$ cat src/rtl/spi_pcm_tx_if.sv
// Host-side write port and serial PCM output bundle of the serial PCM transmitter.
// The master modport is the sample producer/observer; the slave modport is the transmitter.
interface spi_pcm_tx_if;
    logic [7:0] din;
    logic       wr;
    logic       full;
    logic       empty;
    logic       ovf;
    logic       busy;
    logic       spi_sclk;
    logic       spi_fs;
    logic       spi_data;

    modport master (
        output din, wr,
        input  full, empty, ovf, busy, spi_sclk, spi_fs, spi_data
    );

    modport slave (
        input  din, wr,
        output full, empty, ovf, busy, spi_sclk, spi_fs, spi_data
    );
endinterface

$ cat src/rtl/spi_pcm_tx.sv
// Serial PCM transmitter: buffers 8-bit mu-law samples in a FIFO and shifts them out MSB-first
// with a one-bit frame sync and a generated bit clock, back-to-back while samples are queued.
module spi_pcm_tx #(
    parameter int DIV   = 4,
    parameter int DEPTH = 4
) (
    input  logic         clk,
    input  logic         reset,
    spi_pcm_tx_if.slave  bus
);
    localparam int DW = $clog2(DIV);
    localparam int PW = $clog2(DEPTH);
    localparam int CW = PW + 1;

    typedef enum logic [0:0] {
        ST_IDLE  = 1'b0,
        ST_SHIFT = 1'b1
    } state_e;

    state_e          state_q, state_d;
    logic [DW-1:0]   div_cnt_q, div_cnt_d;
    logic [7:0]      shift_q, shift_d;
    logic [2:0]      bit_cnt_q, bit_cnt_d;
    logic [7:0]      mem_q [DEPTH];
    logic [PW-1:0]   wr_ptr_q, wr_ptr_d;
    logic [PW-1:0]   rd_ptr_q, rd_ptr_d;
    logic [CW-1:0]   count_q, count_d;
    logic            full_q, full_d;
    logic            empty_q, empty_d;
    logic            ovf_q, ovf_d;
    logic            busy_q, busy_d;
    logic            sclk_q, sclk_d;
    logic            fs_q, fs_d;
    logic            data_q, data_d;
    logic            tick_s;
    logic            push_s;
    logic            pop_s;

    assign tick_s = (div_cnt_q == DW'(DIV - 1));
    // full_q mirrors count_q == DEPTH, so a write seen while full is dropped even if a pop coincides.
    assign push_s = bus.wr && !full_q;

    // Next-state logic for divider, FSM, shifter, FIFO bookkeeping and output registers.
    always_comb begin
        div_cnt_d = tick_s ? {DW{1'b0}} : div_cnt_q + DW'(1);
        state_d   = state_q;
        shift_d   = shift_q;
        bit_cnt_d = bit_cnt_q;
        pop_s     = 1'b0;

        case (state_q)
            ST_IDLE: begin
                if (tick_s && !empty_q) begin
                    pop_s     = 1'b1;
                    shift_d   = mem_q[rd_ptr_q];
                    bit_cnt_d = 3'd7;
                    state_d   = ST_SHIFT;
                end else begin
                    state_d   = ST_IDLE;
                end
            end
            ST_SHIFT: begin
                if (!tick_s) begin
                    state_d = ST_SHIFT;
                end else if (bit_cnt_q != 3'd0) begin
                    shift_d   = {shift_q[6:0], 1'b0};
                    bit_cnt_d = bit_cnt_q - 3'd1;
                end else if (!empty_q) begin
                    pop_s     = 1'b1;
                    shift_d   = mem_q[rd_ptr_q];
                    bit_cnt_d = 3'd7;
                    state_d   = ST_SHIFT;
                end else begin
                    state_d   = ST_IDLE;
                end
            end
            default: begin
                state_d = ST_IDLE;
            end
        endcase

        wr_ptr_d = push_s ? wr_ptr_q + PW'(1) : wr_ptr_q;
        rd_ptr_d = pop_s  ? rd_ptr_q + PW'(1) : rd_ptr_q;
        case ({push_s, pop_s})
            2'b10:   count_d = count_q + CW'(1);
            2'b01:   count_d = count_q - CW'(1);
            default: count_d = count_q;
        endcase
        full_d  = (count_d == CW'(DEPTH));
        empty_d = (count_d == {CW{1'b0}});
        ovf_d   = bus.wr && full_q;

        // Outputs follow next state so data/fs move on the same edge that drops sclk.
        busy_d = (state_d == ST_SHIFT);
        data_d = (state_d == ST_SHIFT) ? shift_d[7] : 1'b0;
        fs_d   = (state_d == ST_SHIFT) && (bit_cnt_d == 3'd7);
        sclk_d = (state_d == ST_SHIFT) && (div_cnt_d >= DW'(DIV / 2));
    end

    // State, FIFO and output registers with synchronous reset.
    always_ff @(posedge clk) begin
        if (reset) begin
            state_q   <= ST_IDLE;
            div_cnt_q <= {DW{1'b0}};
            shift_q   <= 8'h00;
            bit_cnt_q <= 3'd0;
            wr_ptr_q  <= {PW{1'b0}};
            rd_ptr_q  <= {PW{1'b0}};
            count_q   <= {CW{1'b0}};
            full_q    <= 1'b0;
            empty_q   <= 1'b1;
            ovf_q     <= 1'b0;
            busy_q    <= 1'b0;
            sclk_q    <= 1'b0;
            fs_q      <= 1'b0;
            data_q    <= 1'b0;
        end else begin
            state_q   <= state_d;
            div_cnt_q <= div_cnt_d;
            shift_q   <= shift_d;
            bit_cnt_q <= bit_cnt_d;
            wr_ptr_q  <= wr_ptr_d;
            rd_ptr_q  <= rd_ptr_d;
            count_q   <= count_d;
            full_q    <= full_d;
            empty_q   <= empty_d;
            ovf_q     <= ovf_d;
            busy_q    <= busy_d;
            sclk_q    <= sclk_d;
            fs_q      <= fs_d;
            data_q    <= data_d;
        end
    end

    // Sample storage; contents need no reset since count gates every read.
    always_ff @(posedge clk) begin
        if (!reset && push_s) begin
            mem_q[wr_ptr_q] <= bus.din;
        end else begin
            mem_q[wr_ptr_q] <= mem_q[wr_ptr_q];
        end
    end

    assign bus.full     = full_q;
    assign bus.empty    = empty_q;
    assign bus.ovf      = ovf_q;
    assign bus.busy     = busy_q;
    assign bus.spi_sclk = sclk_q;
    assign bus.spi_fs   = fs_q;
    assign bus.spi_data = data_q;
endmodule
$ cat src/flat_wrapper.sv
// flat-port wrapper written by rule: the top's interface ports become plain ports
module spi_pcm_tx_flat 
#(
    parameter int DIV   = 4,
    parameter int DEPTH = 4
)
  (clk, reset, bus_din, bus_wr, bus_full, bus_empty, bus_ovf, bus_busy, bus_spi_sclk, bus_spi_fs, bus_spi_data);
  spi_pcm_tx_if bus_i ();
  input  logic clk;
  input  logic reset;
  input wire logic [$bits(bus_i.din)-1:0] bus_din;
  input wire logic [$bits(bus_i.wr)-1:0] bus_wr;
  output wire logic [$bits(bus_i.full)-1:0] bus_full;
  output wire logic [$bits(bus_i.empty)-1:0] bus_empty;
  output wire logic [$bits(bus_i.ovf)-1:0] bus_ovf;
  output wire logic [$bits(bus_i.busy)-1:0] bus_busy;
  output wire logic [$bits(bus_i.spi_sclk)-1:0] bus_spi_sclk;
  output wire logic [$bits(bus_i.spi_fs)-1:0] bus_spi_fs;
  output wire logic [$bits(bus_i.spi_data)-1:0] bus_spi_data;
  assign bus_i.din = bus_din;
  assign bus_i.wr = bus_wr;
  assign bus_full = bus_i.full;
  assign bus_empty = bus_i.empty;
  assign bus_ovf = bus_i.ovf;
  assign bus_busy = bus_i.busy;
  assign bus_spi_sclk = bus_i.spi_sclk;
  assign bus_spi_fs = bus_i.spi_fs;
  assign bus_spi_data = bus_i.spi_data;
  spi_pcm_tx #(.DIV(DIV), .DEPTH(DEPTH)) u_core (.clk(clk), .reset(reset), .bus(bus_i));
endmodule
$ cat config.mk
export PLATFORM = sky130hd
export DESIGN_NAME = spi_pcm_tx_flat
export DESIGN_NICKNAME = d
export VERILOG_FILES = /design/src/rtl/spi_pcm_tx_if.sv /design/src/rtl/spi_pcm_tx.sv /design/src/flat_wrapper.sv
export SDC_FILE = /design/constraint.sdc
export NUM_CORES = 1
export LEC_CHECK = 0
export BUFFER_PORTS_ARGS = -buffer_cell sky130_fd_sc_hd__buf_4
export CORE_MARGIN = 10
export CORE_UTILIZATION = 50
export DETAILED_ROUTE_END_ITERATION = 6
export HOLD_SLACK_MARGIN = 0.06
export PLACE_DENSITY = 0.72
export SLEW_MARGIN = 25
export SYNTH_ARGS = -nofsm -noshare
export SYNTH_HDL_FRONTEND = slang
export SYNTH_SLANG_ARGS = --single-unit
$ cat constraint.sdc
create_clock -name clk -period 2.54 [get_ports clk]
set_input_delay 0.381 -clock clk [delete_from_list [all_inputs] [get_ports clk]]
set_output_delay 0.381 -clock clk [all_outputs]
set_load 0.02 [all_outputs]
==> results of run 1 <==
cells in the mapped netlist (2+ instances only):
cell | instances | share of area
inv_1 | 6 | 0.0092
nor2_1 | 14 | 0.022
nor3b_1 | 2 | 0.0061
nand2_1 | 2 | 0.0031
ha_1 | 8 | 0.041
clkbuf_1 | 2 | 0.0031
dfxtp_1 | 29 | 0.24
xnor2_1 | 4 | 0.014
mux2i_1 | 2 | 0.0082
nor3_1 | 2 | 0.0041
and2_1 | 5 | 0.013
nor3_2 | 2 | 0.0082
o22ai_1 | 3 | 0.0077
edfxtp_1 | 32 | 0.39
and3_1 | 2 | 0.0051
nor2b_1 | 8 | 0.020
a221o_1 | 6 | 0.025
nand2b_1 | 5 | 0.013
mux4_2 | 7 | 0.065
path summary, 6_finish.rpt:
check / slack (ns) / cells past startpoint / to / startpoint
setup reg to reg: 0.29 / 9 / u_core.bus.empty$_SDFF_PP1_ / u_core.div_cnt_q[0]$_SDFF_PP0_
hold / removal: 0.25 / 1 / u_core.mem_q[3][2]$_DFFE_PP_ / bus_din[2]
setup / recovery: 0.29 / 9 / u_core.bus.empty$_SDFF_PP1_ / u_core.div_cnt_q[0]$_SDFF_PP0_
hold reg to reg: 0.45 / 1 / u_core.div_cnt_q[0]$_SDFF_PP0_ / u_core.div_cnt_q[0]$_SDFF_PP0_
critical path: stages (launching register included):
cell and delay, ns:
dfxtp_1 0.32, ha_1 0.27, and2b_1 0.20, a21boi_4 0.15, ha_1 0.24, fa_1 0.39, xnor2_1 0.16, nor2_1 0.07
xnor2_1 0.15, a21o_1 0.19
state kept, by name, summed over array words and instances, names as in the netlist, 2 cells and up, named ones only:
register	cells
u_core.div_cnt_q	2
u_core.wr_ptr_q	2
u_core.mem_q	32
u_core.rd_ptr_q	2
u_core.shift_q	8
u_core.bit_cnt_q	3
u_core.count_q	3
cell type report:
type                    count  area share
repair buffers             18      0.0478
multi-input cells          92       0.299
well taps                  67      0.0297
clock buffers              10      0.0465
flip-flops and latches     61       0.546
inverters                   7     0.00930
clock inverters             6      0.0221
cells in the final DEF, fill, tap and decap left out, types with 2 or more instances in the layout:
master	netlist	routed
nor3_2	2	2
nor2_1	14	14
clkinv_2	0	2
nand2b_1	5	5
buf_4	1	18
o22ai_1	3	3
and2_1	5	5
a221o_1	6	6
and3_1	2	2
clkbuf_8	0	9
xnor2_1	4	4
nor2b_1	8	8
mux2i_1	2	2
nand2_1	2	2
ha_1	8	8
inv_1	6	6
edfxtp_1	32	32
nor3b_1	2	2
mux4_2	7	7
nor3_1	2	2
dfxtp_1	29	29
power groups by stage:
| stage | sequential, mW | clock (mW) | combinational (mW) |
|---|---|---|---|
| finish | 1.09 | 0.832 | 0.139 |
| global route | 1.10 | 0.899 | 0.154 |
| CTS | 1.09 | 0.859 | 0.139 |
| detailed placement | 1.12 | 0 | 0.138 |
| global placement | 1.11 | 0 | 0.132 |
| floorplan | 1.11 | 0 | 0.0939 |
kinds of logic after synthesis:
kind of cell,after synthesis,synth area share
simple gates,48,0.115
xor+xnor,5,0.0179
buf+inv,12,0.0231
fa+ha+maj,9,0.0492
mux,11,0.0881
compound gates,19,0.0753
flops,61,0.631
routing by layer:
layer	track usage	share of wire
met1	0.118	0.41
met3	0.0366	0.058
met4	0.0716	0.027
met5	0	0
met2	0.187	0.50
stage by stage:
step                      total power, mW  hold WS [ns]
final                                2.06         0.247
after global routing                 2.15         0.235
after CTS                            2.09         0.225
after detailed placement             1.25         0.434
after global placement               1.24         0.413
after floorplan                      1.21         0.404
==> metrics.md, run 1 <==
| Metric | Value |
|---|---|
| Post-Route Setup TNS | 0 ns |
| Setup bufs post-CTS | 0 |
| Min cycle time layout | about 2.2 ns |
| GP Congestion | 0.886 |
| Status | finished, final reports clean |
| Net Sw Frac | 0.226 |
| FP Rows | 25 |
| CTS root buf | clkbuf_8 |
| Area of the multi-input gates | ~840 µm² |
| Pre-CTS setup slack | 0.308 ns |
| WL per Instance | ~16 µm |
| Achievable Freq | around 440 MHz |
| Post-layout util | 0.598 |
| CTS resizes | 0 |
| Final Cycle Share | 0.885 |
| H-tree levels | 3 |
| Relative slew slack | 0.651 |
| First-pass DRT Iterations | 4 |
| Synth warn | 0 |
| Largest net degree at the start of global routing | 19 |
| Synth async-reset ratio | 0 |
| Crit path required time | between 2 and 3 ns |
| Syn Nets | 185 |
| Max-cap violations | 0 |
| Fill count | ~360 |
| CP Max Fanout | 6 |
| Number of buffers created by CTS | 9 |
| P_leak | between 1 and 1.5 nW |
| Sequential Power Share | 0.530 |
| Final Hold Viols | 0 |
| Area Growth Syn to Fin | 15.7% |
| Hold Crit Class | primary input to register |
| Final Instance Area | ~2800 µm² |
| Critical Path AT | between 2 and 2.5 ns |
| Number of hold buffers added after CTS | 0 |
| DP Area | 2630 µm² |
| Io pins | 18 |
| Register area | between 1500 and 2000 µm² |
| Top_reg_cell synth | edfxtp_1 |
| Chip width | 89.9 µm |
| Worst Slack Setup Final | approximately 0.3 ns |
| Diode count | 0 |
| Final Skew | about 0.0065 ns |
| Pins Over Slew Limit | 0 |
| Die Y | between 80 and 90 µm |
| DRC errors left | 0 |
| Num Clock Sinks | a little over 60 |
| Clk network pwr share | 0.403 |
| Worst vdd ir | roughly 0.45 mV |
| Core footprint | 4720 µm² |
| DRT iter0 DRCs | between 70 and 80 |
| Dpl hpwl | approximately 2900 µm |
| Vias per Instance | roughly 5.2 |
| #FFs+latches synth | 61 |
| Global-route wire length before repair | between 7000 and 8000 µm |
| Grt total ovfl | 0 |
| Internal Power | 1.60 mW |
| Total Wirelength | roughly 4100 µm |
| Antenna-violating nets left | 0 |
| Comb power frac | 0.067 |
| Initial antenna violation count | 0 |
| Unrepaired setup endpoints after global routing | false |
| Fin cells | 261 |
| Distinct cells, synth | 43 |
| Share of post-route cells with drive strength above 1 | 0.268 |
| Final #Nets | 209 |
| Total GRT Usage | 0.111 |
| CTS tree | built |
| Latest clock arrival within the worst-skew pair | around 0.33 ns |
| Switching power | around 0.47 mW |
| Vias | 1350 |
| Number of flops mapped to enable cells by yosys | 32 |
| CTS clk-pin slew, worst paths | about 0.07 ns |
| Placed cells | around 250 |
| Final setup viols | 0 |
| Cells after Synth | approximately 170 |
| PwrDens | about 730 nW/µm² |
| Die area | approximately 8100 µm² |
| CP Launch Type | register |
| Starting Density | 0.517 |
| Mean area per synthesized cell | about 15 µm² |
| Sequential area share after synthesis | 0.631 |
| Worst setup path class | register to register |
| Port bufs | 17 |
| CP endpoint kind | register |
| Mapped Area | 2440 µm² |
| Measured slew at the worst slew-check pin | about 0.52 ns |
| Clock buffer depth | 2 |
| Vias in the first global route | 1454 |
Power figures use the tool's default switching activity.
==> run 2: changes to the inputs <==
- ABC_AREA: not set -> 1
- BUFFER_PORTS_ARGS: -buffer_cell sky130_fd_sc_hd__buf_4 -> -buffer_cell sky130_fd_sc_hd__buf_2
- TNS_END_PERCENT: not set -> 5
==> run 2 against run 1 <==
  * Cell count increased by 50%
  * Clock skew about the same
  * Fmax increased by 7.7%
  * Utilization decreased by 1.6 points
  * Clock-buffer cell count unchanged
  * Die area increased by 5.6%
  * Worst setup slack improved by 0.16 ns
  * Synthesized cell count increased by 75%
  * Wire length increased by 8.5%
  * Flip-flop and latch count unchanged
  * Critical path depth unchanged
  * Combinational power increased by 16%
  * Critical endpoint unchanged
  * Highest routed layer unchanged
==> metrics.md, run 2 <==
| Metric | Value |
|---|---|
| Core footprint | 5110 µm² (was 4720 µm²) |
| DRC errors left | 0 (unchanged) |
| Diode count | 0 (unchanged) |
| CTS resizes | 0 (unchanged) |
| Starting Density | 0.513 (was 0.517) |
| Synth async-reset ratio | 0 (unchanged) |
| Largest net degree at the start of global routing | 21 (was 19) |
| Sequential area share after synthesis | 0.588 (was 0.631) |
| Mean area per synthesized cell | 9.07 µm² (was 14.8 µm²) |
| GP Congestion | 0.820 (was 0.886) |
| Chip width | 92.4 µm (was 89.9 µm) |
| Placed cells | 376 (was 245) |
| Largest stage delay, worst path | 0.42 ns (was 0.39 ns) |
| Number of flops mapped to enable cells by yosys | 32 (unchanged) |
| Relative slew slack | 0.723 (was 0.651) |
| Critical Path AT | 2.35 ns (was 2.47 ns) |
| Status | finished, final reports clean (unchanged) |
| Achievable Freq | 479 MHz (was 445 MHz) |
| Worst vdd ir | 0.475 mV (was 0.453 mV) |
| Worst Slack Setup Final | 0.454 ns (was 0.293 ns) |
| Mapped Area | 2620 µm² (was 2440 µm²) |
| Vias in the first global route | 1692 (was 1454) |
| Dpl hpwl | 3120 µm (was 2870 µm) |
| Final #Nets | 337 (was 209) |
| Setup bufs post-CTS | 0 (unchanged) |
| Fin cells | 392 (was 261) |
| CP endpoint kind | register (unchanged) |
| Min cycle time layout | 2.09 ns (was 2.25 ns) |
| Max-cap violations | 0 (unchanged) |
| Worst R2R Path Depth | 9 (unchanged) |
| Measured slew at the worst slew-check pin | 0.415 ns (was 0.523 ns) |
| Top_reg_cell synth | edfxtp_1 (unchanged) |
| Largest register FFs | 32 (unchanged) |
| Post-synth top area share | 0.367 (was 0.393) |
| Die Y | 92.4 µm (was 89.9 µm) |
| DP Area | 2800 µm² (was 2630 µm²) |
| CP Max Fanout | 4 (was 6) |
| Total GRT Usage | 0.114 (was 0.111) |
| Synth top cells by count | nand2_1, inv_1, nor2_1, edfxtp_1, dfxtp_1 (was edfxtp_1, dfxtp_1, nor2_1, ha_1, nor2b_1) |
| Worst setup path start | u_core.bit_cnt_q[0]$_SDFF_PP0_ (was u_core.div_cnt_q[0]$_SDFF_PP0_) |
| Total Wirelength | 4470 µm (was 4120 µm) |
| CTS tree | built (unchanged) |
| CTS clk-pin slew, worst paths | 0.07 ns (about the same) |
| Hold Crit Class | primary input to register (unchanged) |
| Pre-CTS setup slack | 0.445 ns (was 0.308 ns) |
| Fill count | 440 (was 363) |
| Clock buffer depth | 2 (unchanged) |
| FP Rows | 26 (was 25) |
| Unrepaired setup endpoints after global routing | false (unchanged) |
| Initial antenna violation count | 0 (unchanged) |
| Cell mode on critical path | ha_1 |
| Worst path depth | 9 (unchanged) |
| Top Family by Delay on Critical Path | adder cells (unchanged) |
| Synth warn | 0 (unchanged) |
| CP Launch Type | register (unchanged) |
| #FFs+latches synth | 61 (unchanged) |
| Hold EP | u_core.mem_q[3][6]$_DFFE_PP_ (was u_core.mem_q[3][2]$_DFFE_PP_) |
| H-tree levels | 3 (unchanged) |
| Vias per Instance | 4.63 (was 5.17) |
| Number of hold buffers added after CTS | 0 (unchanged) |
| Most common cell after layout, fill and taps aside | nand2_1 (was edfxtp_1) |
| Reg2reg setup slack | 0.45 ns (was 0.29 ns) |
| Share of post-route cells with drive strength above 1 | 0.152 (was 0.268) |
| Pins Over Slew Limit | 0 (unchanged) |
| Global-route wire length before repair | 7690 µm (was 7180 µm) |
| Distinct cells, synth | 26 (was 43) |
| First-pass DRT Iterations | 4 (unchanged) |
| Grt total ovfl | 0 (unchanged) |
| Port bufs | 17 (unchanged) |
| Syn Nets | 309 (was 185) |
| Final Cycle Share | 0.821 (was 0.885) |
| Synth area leaders | edfxtp_1, dfxtp_1, nand2_1 (was edfxtp_1, dfxtp_1, mux4_2) |
| Final Skew | 0.00626 ns (was 0.00646 ns) |
| RR Startpoint | u_core.bit_cnt_q[0]$_SDFF_PP0_ (was u_core.div_cnt_q[0]$_SDFF_PP0_) |
| Crit-path cells | inv_1 -> ha_1 -> nand2_2 -> a21oi_4 -> ha_1 -> fa_1 -> mux2i_1 -> nand2_1 -> a21oi_1 (was ha_1 -> and2b_1 -> a21boi_4 -> ha_1 -> fa_1 -> xnor2_1 -> nor2_1 -> xnor2_1 -> a21o_1) |
| Largest registers | u_core.mem_q x32, u_core.shift_q x8 (unchanged) |
| DRT iter0 DRCs | 103 (was 73) |
| Cells after Synth | 289 (was 165) |
| CTS root buf | clkbuf_8 (unchanged) |
| Latest clock arrival within the worst-skew pair | 0.33 ns (about the same) |
| PwrDens | 665 nW/µm² (was 731 nW/µm²) |
| Io pins | 18 (unchanged) |
| CP bufs+invs | 1 (was 0) |
| WL per Instance | 11.4 µm (was 15.8 µm) |
| Antenna-violating nets left | 0 (unchanged) |
| Worst setup path class | register to register (unchanged) |
| Final Hold Viols | 0 (unchanged) |
| Top reg by flops | u_core.mem_q (unchanged) |
| Post-Route Setup TNS | 0 ns (unchanged) |
| Hold Path Origin | bus_din[6] (was bus_din[2]) |
| Largest area contributor in the netlist | edfxtp_1 (unchanged) |
| Most numerous cell in the Yosys netlist | nand2_1 (was edfxtp_1) |
| Final setup viols | 0 (unchanged) |
| WHS Path Cells | 1 (unchanged) |
| Die area | 8540 µm² (was 8080 µm²) |
| Number of buffers created by CTS | 9 (unchanged) |
| Crit path max-delay cell type | fa_1 (unchanged) |
| Vias | 1816 (was 1350) |
| P_leak | 1.33 nW (was 1.03 nW) |
| Commonest non-fill, non-tap cells in the layout | nand2_1, inv_1, nor2_1 (was edfxtp_1, dfxtp_1, buf_4) |
| Final Instance Area | 2970 µm² (was 2830 µm²) |
| Area Growth Syn to Fin | 13.4% (was 15.7%) |
| Crit Reg-Reg Endpoint | u_core.bus.empty$_SDFF_PP1_ (unchanged) |
| Crit path required time | 2.81 ns (was 2.77 ns) |
| Num Clock Sinks | 61 (unchanged) |
-- run 2: kinds of logic (layout without fill, tap and decap cells) --
group	after synthesis	after routing	synth area share
mux	1	1	0.00382
simple gates	140	140	0.223
compound gates	24	24	0.0559
buf+inv	53	86	0.0802
flops	61	61	0.588
fa+ha+maj	9	9	0.0458
xor+xnor	1	1	0.00334
-- run 2: cell type report --
| class | instances | area (µm²) | area share |
|---|---|---|---|
| clock buffer | 10 | 128 | 0.0429 |
| tap | 70 | 87.6 | 0.0295 |
| multi-input combinational | 175 | 868 | 0.292 |
| timing repair buffer | 23 | 130 | 0.0438 |
| clock inverter | 6 | 40.0 | 0.0135 |
| sequential | 61 | 1540 | 0.519 |
| inverter | 47 | 176 | 0.0594 |
-- run 2: where the power goes --
| part | internal, mW | switching, mW | leakage [nW] |
|---|---|---|---|
| Sequential | 1.07 | 0.0187 | 0.526 |
| Combinational | 0.0565 | 0.105 | 0.732 |
| Clock | 0.349 | 0.371 | 0.0759 |
| Total | 1.48 | 0.495 | 1.33 |
-- run 2: layer usage --
layer / part of all wire / global-route usage / up-vias
met5: 0 / 0 / -
met4: 0.020 / 0.0604 / 0
met3: 0.046 / 0.0444 / 10
met2: 0.45 / 0.176 / 30
met1: 0.48 / 0.133 / 811
li1: - / - / 965
-- run 2: through the flow --
step,utilization,hold slack (ns),power [mW]
floorplan,-,0.404,1.23
detailed placement,0.549,0.416,1.28
finish,0.582,0.256,1.98
global placement,0.549,0.411,1.27
global route,0.582,0.249,2.08
CTS,0.582,0.243,2.00
-- run 2: worst max-delay path by stage --
stage / end / slack [ns]
after floorplan: u_core.bus.empty$_SDFF_PP1_ / 0.49
after global placement: u_core.bus.empty$_SDFF_PP1_ / 0.54
after detailed placement: u_core.bus.full$_SDFF_PP0_ / 0.44
after CTS: u_core.bus.empty$_SDFF_PP1_ / 0.44
after global routing: u_core.bus.full$_SDFF_PP0_ / 0.16
final: u_core.bus.empty$_SDFF_PP1_ / 0.45
==> run 3: changes to the inputs <==
- clock period: 2.54 -> 2.2 ns (I/O delays scaled with it)
==> run 3 against run 2 <==
  * Sequential power increased by 16%
  * Total power up 16%
  * Sequential share of layout area shrank 0.22 points
  * Non-clock buffer count fell by 1
  * Wire length up 5.7%
  * Die area unchanged
  * Flip-flop and latch count unchanged
  * Worst setup slack got worse by 0.24 ns
  * Global-route usage is 1.1 points higher
  * Critical path type unchanged
  * Clock skew shrank 0.00096 ns
  * Cell count shrank 0.26%
  * Register-to-register slack got worse by 0.24 ns
==> metrics.md, run 3 (synthesized netlist as in run 2, its figures left out) <==
| Metric | Value |
|---|---|
| Hold Crit Class | primary input to register (unchanged) |
| PwrDens | 768 nW/µm² (was 665 nW/µm²) |
| Final setup viols | 0 (unchanged) |
| Fill count | 481 (was 440) |
| Total Wirelength | 4720 µm (was 4470 µm) |
| Largest stage delay, worst path | 0.42 ns (about the same) |
| Total GRT Usage | 0.125 (was 0.114) |
| Die Y | 92.4 µm (unchanged) |
| Crit-path cells | inv_1 -> ha_4 -> nand2_2 -> a21oi_4 -> ha_2 -> fa_1 -> mux2i_2 -> nand2_1 -> a21oi_1 (was inv_1 -> ha_1 -> nand2_2 -> a21oi_4 -> ha_1 -> fa_1 -> mux2i_1 -> nand2_1 -> a21oi_1) |
| Clock buffer depth | 2 (unchanged) |
| Pre-CTS setup slack | 0.108 ns (was 0.445 ns) |
| Overall power of the completed layout | 2.29 mW (was 1.98 mW) |
| Final Hold Viols | 0 (unchanged) |
| Grt total ovfl | 0 (unchanged) |
| Top Family by Delay on Critical Path | adder cells (unchanged) |
| Crit path required time | 2.47 ns (was 2.81 ns) |
| Final Skew | 0.00530 ns (was 0.00626 ns) |
| Status | finished, final reports clean (unchanged) |
| WL per Instance | 12.1 µm (was 11.4 µm) |
| Relative slew slack | 0.392 (was 0.723) |
| Antenna-violating nets left | 0 (unchanged) |
| DRT iter0 DRCs | 130 (was 103) |
| Largest registers | u_core.mem_q x32, u_core.shift_q x8 (unchanged) |
| Largest net degree at the start of global routing | 17 (was 21) |
| CTS tree | built (unchanged) |
| DRC errors left | 0 (unchanged) |
| CP Launch Type | register (unchanged) |
| Min cycle time layout | 1.98 ns (was 2.09 ns) |
| P_leak | 1.32 nW (was 1.33 nW) |
| Initial antenna violation count | 0 (unchanged) |
| Register area | 1540 µm² (unchanged) |
| CP bufs+invs | 1 (unchanged) |
| Critical Path AT | 2.26 ns (was 2.35 ns) |
| Worst setup path class | register to register (unchanged) |
| Vias in the first global route | 1782 (was 1692) |
| Area Growth Syn to Fin | 13.9% (was 13.4%) |
| Starting Density | 0.513 (unchanged) |
| FP Rows | 26 (unchanged) |
| Diode count | 0 (unchanged) |
| H-tree levels | 3 (unchanged) |
| Worst Slack Setup Final | 0.216 ns (was 0.454 ns) |
| Port bufs | 17 (unchanged) |
| Vias | 1817 (was 1816) |
| GP Congestion | 0.826 (was 0.820) |
| CP Max Fanout | 4 (unchanged) |
| Share of post-route cells with drive strength above 1 | 0.165 (was 0.152) |
| CP endpoint kind | register (unchanged) |
| Latest clock arrival within the worst-skew pair | 0.34 ns (was 0.33 ns) |
| Core footprint | 5110 µm² (unchanged) |
| Io pins | 18 (unchanged) |
| Largest register FFs | 32 (unchanged) |
| Unrepaired setup endpoints after global routing | false (unchanged) |
| Most common cell after layout, fill and taps aside | nand2_1 (unchanged) |
| Area of the multi-input gates | 890 µm² (was 868 µm²) |
| Placed cells | 375 (was 376) |
| Setup bufs post-CTS | 0 (unchanged) |
| Post-Route Setup TNS | 0 ns (unchanged) |
| Crit path max-delay cell type | fa_1 (unchanged) |
| Achievable Freq | 504 MHz (was 479 MHz) |
| WHS | 0.199 ns (was 0.256 ns) |
| Number of buffers created by CTS | 9 (unchanged) |
| Pins Over Slew Limit | 0 (unchanged) |
| Num Clock Sinks | 61 (unchanged) |
| Worst vdd ir | 0.528 mV (was 0.475 mV) |
| Global-route wire length before repair | 8290 µm (was 7690 µm) |
| Chip width | 92.4 µm (unchanged) |
| Top reg by flops | u_core.mem_q (unchanged) |
| Final Cycle Share | 0.902 (was 0.821) |
| CTS root buf | clkbuf_8 (unchanged) |
| Commonest non-fill, non-tap cells in the layout | nand2_1, inv_1, nor2_1 (unchanged) |
| Fin cells | 391 (was 392) |
| Measured slew at the worst slew-check pin | 0.908 ns (was 0.415 ns) |
| Final #Nets | 336 (was 337) |
| CTS clk-pin slew, worst paths | 0.07 ns (about the same) |
| Max-cap violations | 0 (unchanged) |
| Dpl hpwl | 3220 µm (was 3120 µm) |
| Vias per Instance | 4.65 (was 4.63) |
| First-pass DRT Iterations | 5 (was 4) |
| Die area | 8540 µm² (unchanged) |
[run 3: changes by cell type in the layout (fill, tap and decap cells not counted), sizes merged]
cell | previous run | this run
buf | 23 | 22
clkbuf | 10 | 9
clkinvlp | 3 | 4
[run 3: cell type report]
class                           count  share of cell area
Clock buffer                        9              0.0415
Inverter                           47              0.0591
Multi-Input combinational cell    175               0.298
Tap cell                           70              0.0294
Clock inverter                      7              0.0143
Timing Repair Buffer               22              0.0411
Sequential cell                    61               0.517
[run 3: per-layer routing]
layer  vias up  global-route usage  share of wire
met5         -                   0              0
met4         0              0.0874          0.028
met3         9              0.0444          0.044
met2        27               0.199           0.47
met1       822               0.136           0.45
li1        959                   -              -
[run 3: where the power goes]
group	internal, mW	leakage, nW	switching (mW)
clock	0.397	0.0723	0.435
combinational	0.0705	0.721	0.124
sequential	1.24	0.526	0.0233
total	1.71	1.32	0.583
[run 3: final timing paths]
| kind | slack [ns] | startpoint | cells past startpoint | end |
|---|---|---|---|---|
| hold / removal | 0.20 | bus_din[3] | 1 | u_core.mem_q[0][3]$_DFFE_PP_ |
| setup reg to reg | 0.22 | u_core.bit_cnt_q[1]$_SDFF_PP0_ | 9 | u_core.bus.empty$_SDFF_PP1_ |
| setup / recovery | 0.22 | u_core.bit_cnt_q[1]$_SDFF_PP0_ | 9 | u_core.bus.empty$_SDFF_PP1_ |
| hold reg to reg | 0.43 | u_core.div_cnt_q[0]$_SDFF_PP0_ | 1 | u_core.div_cnt_q[0]$_SDFF_PP0_ |
[run 3: timing repair]
| action | in CTS | in global routing |
|---|---|---|
| hold buffers | 0 | 0 |
| setup endpoints to repair | 0 | 3 |
| gates resized for setup | 0 | 6 |
[run 3: stage by stage]
step,instance area (µm²),util
6_report,2980,0.584
3_5_place_dp,2800,0.548
2_1_floorplan,2620,-
5_1_grt,2980,0.584
4_1_cts,2960,0.580
3_3_place_gp,2800,0.548
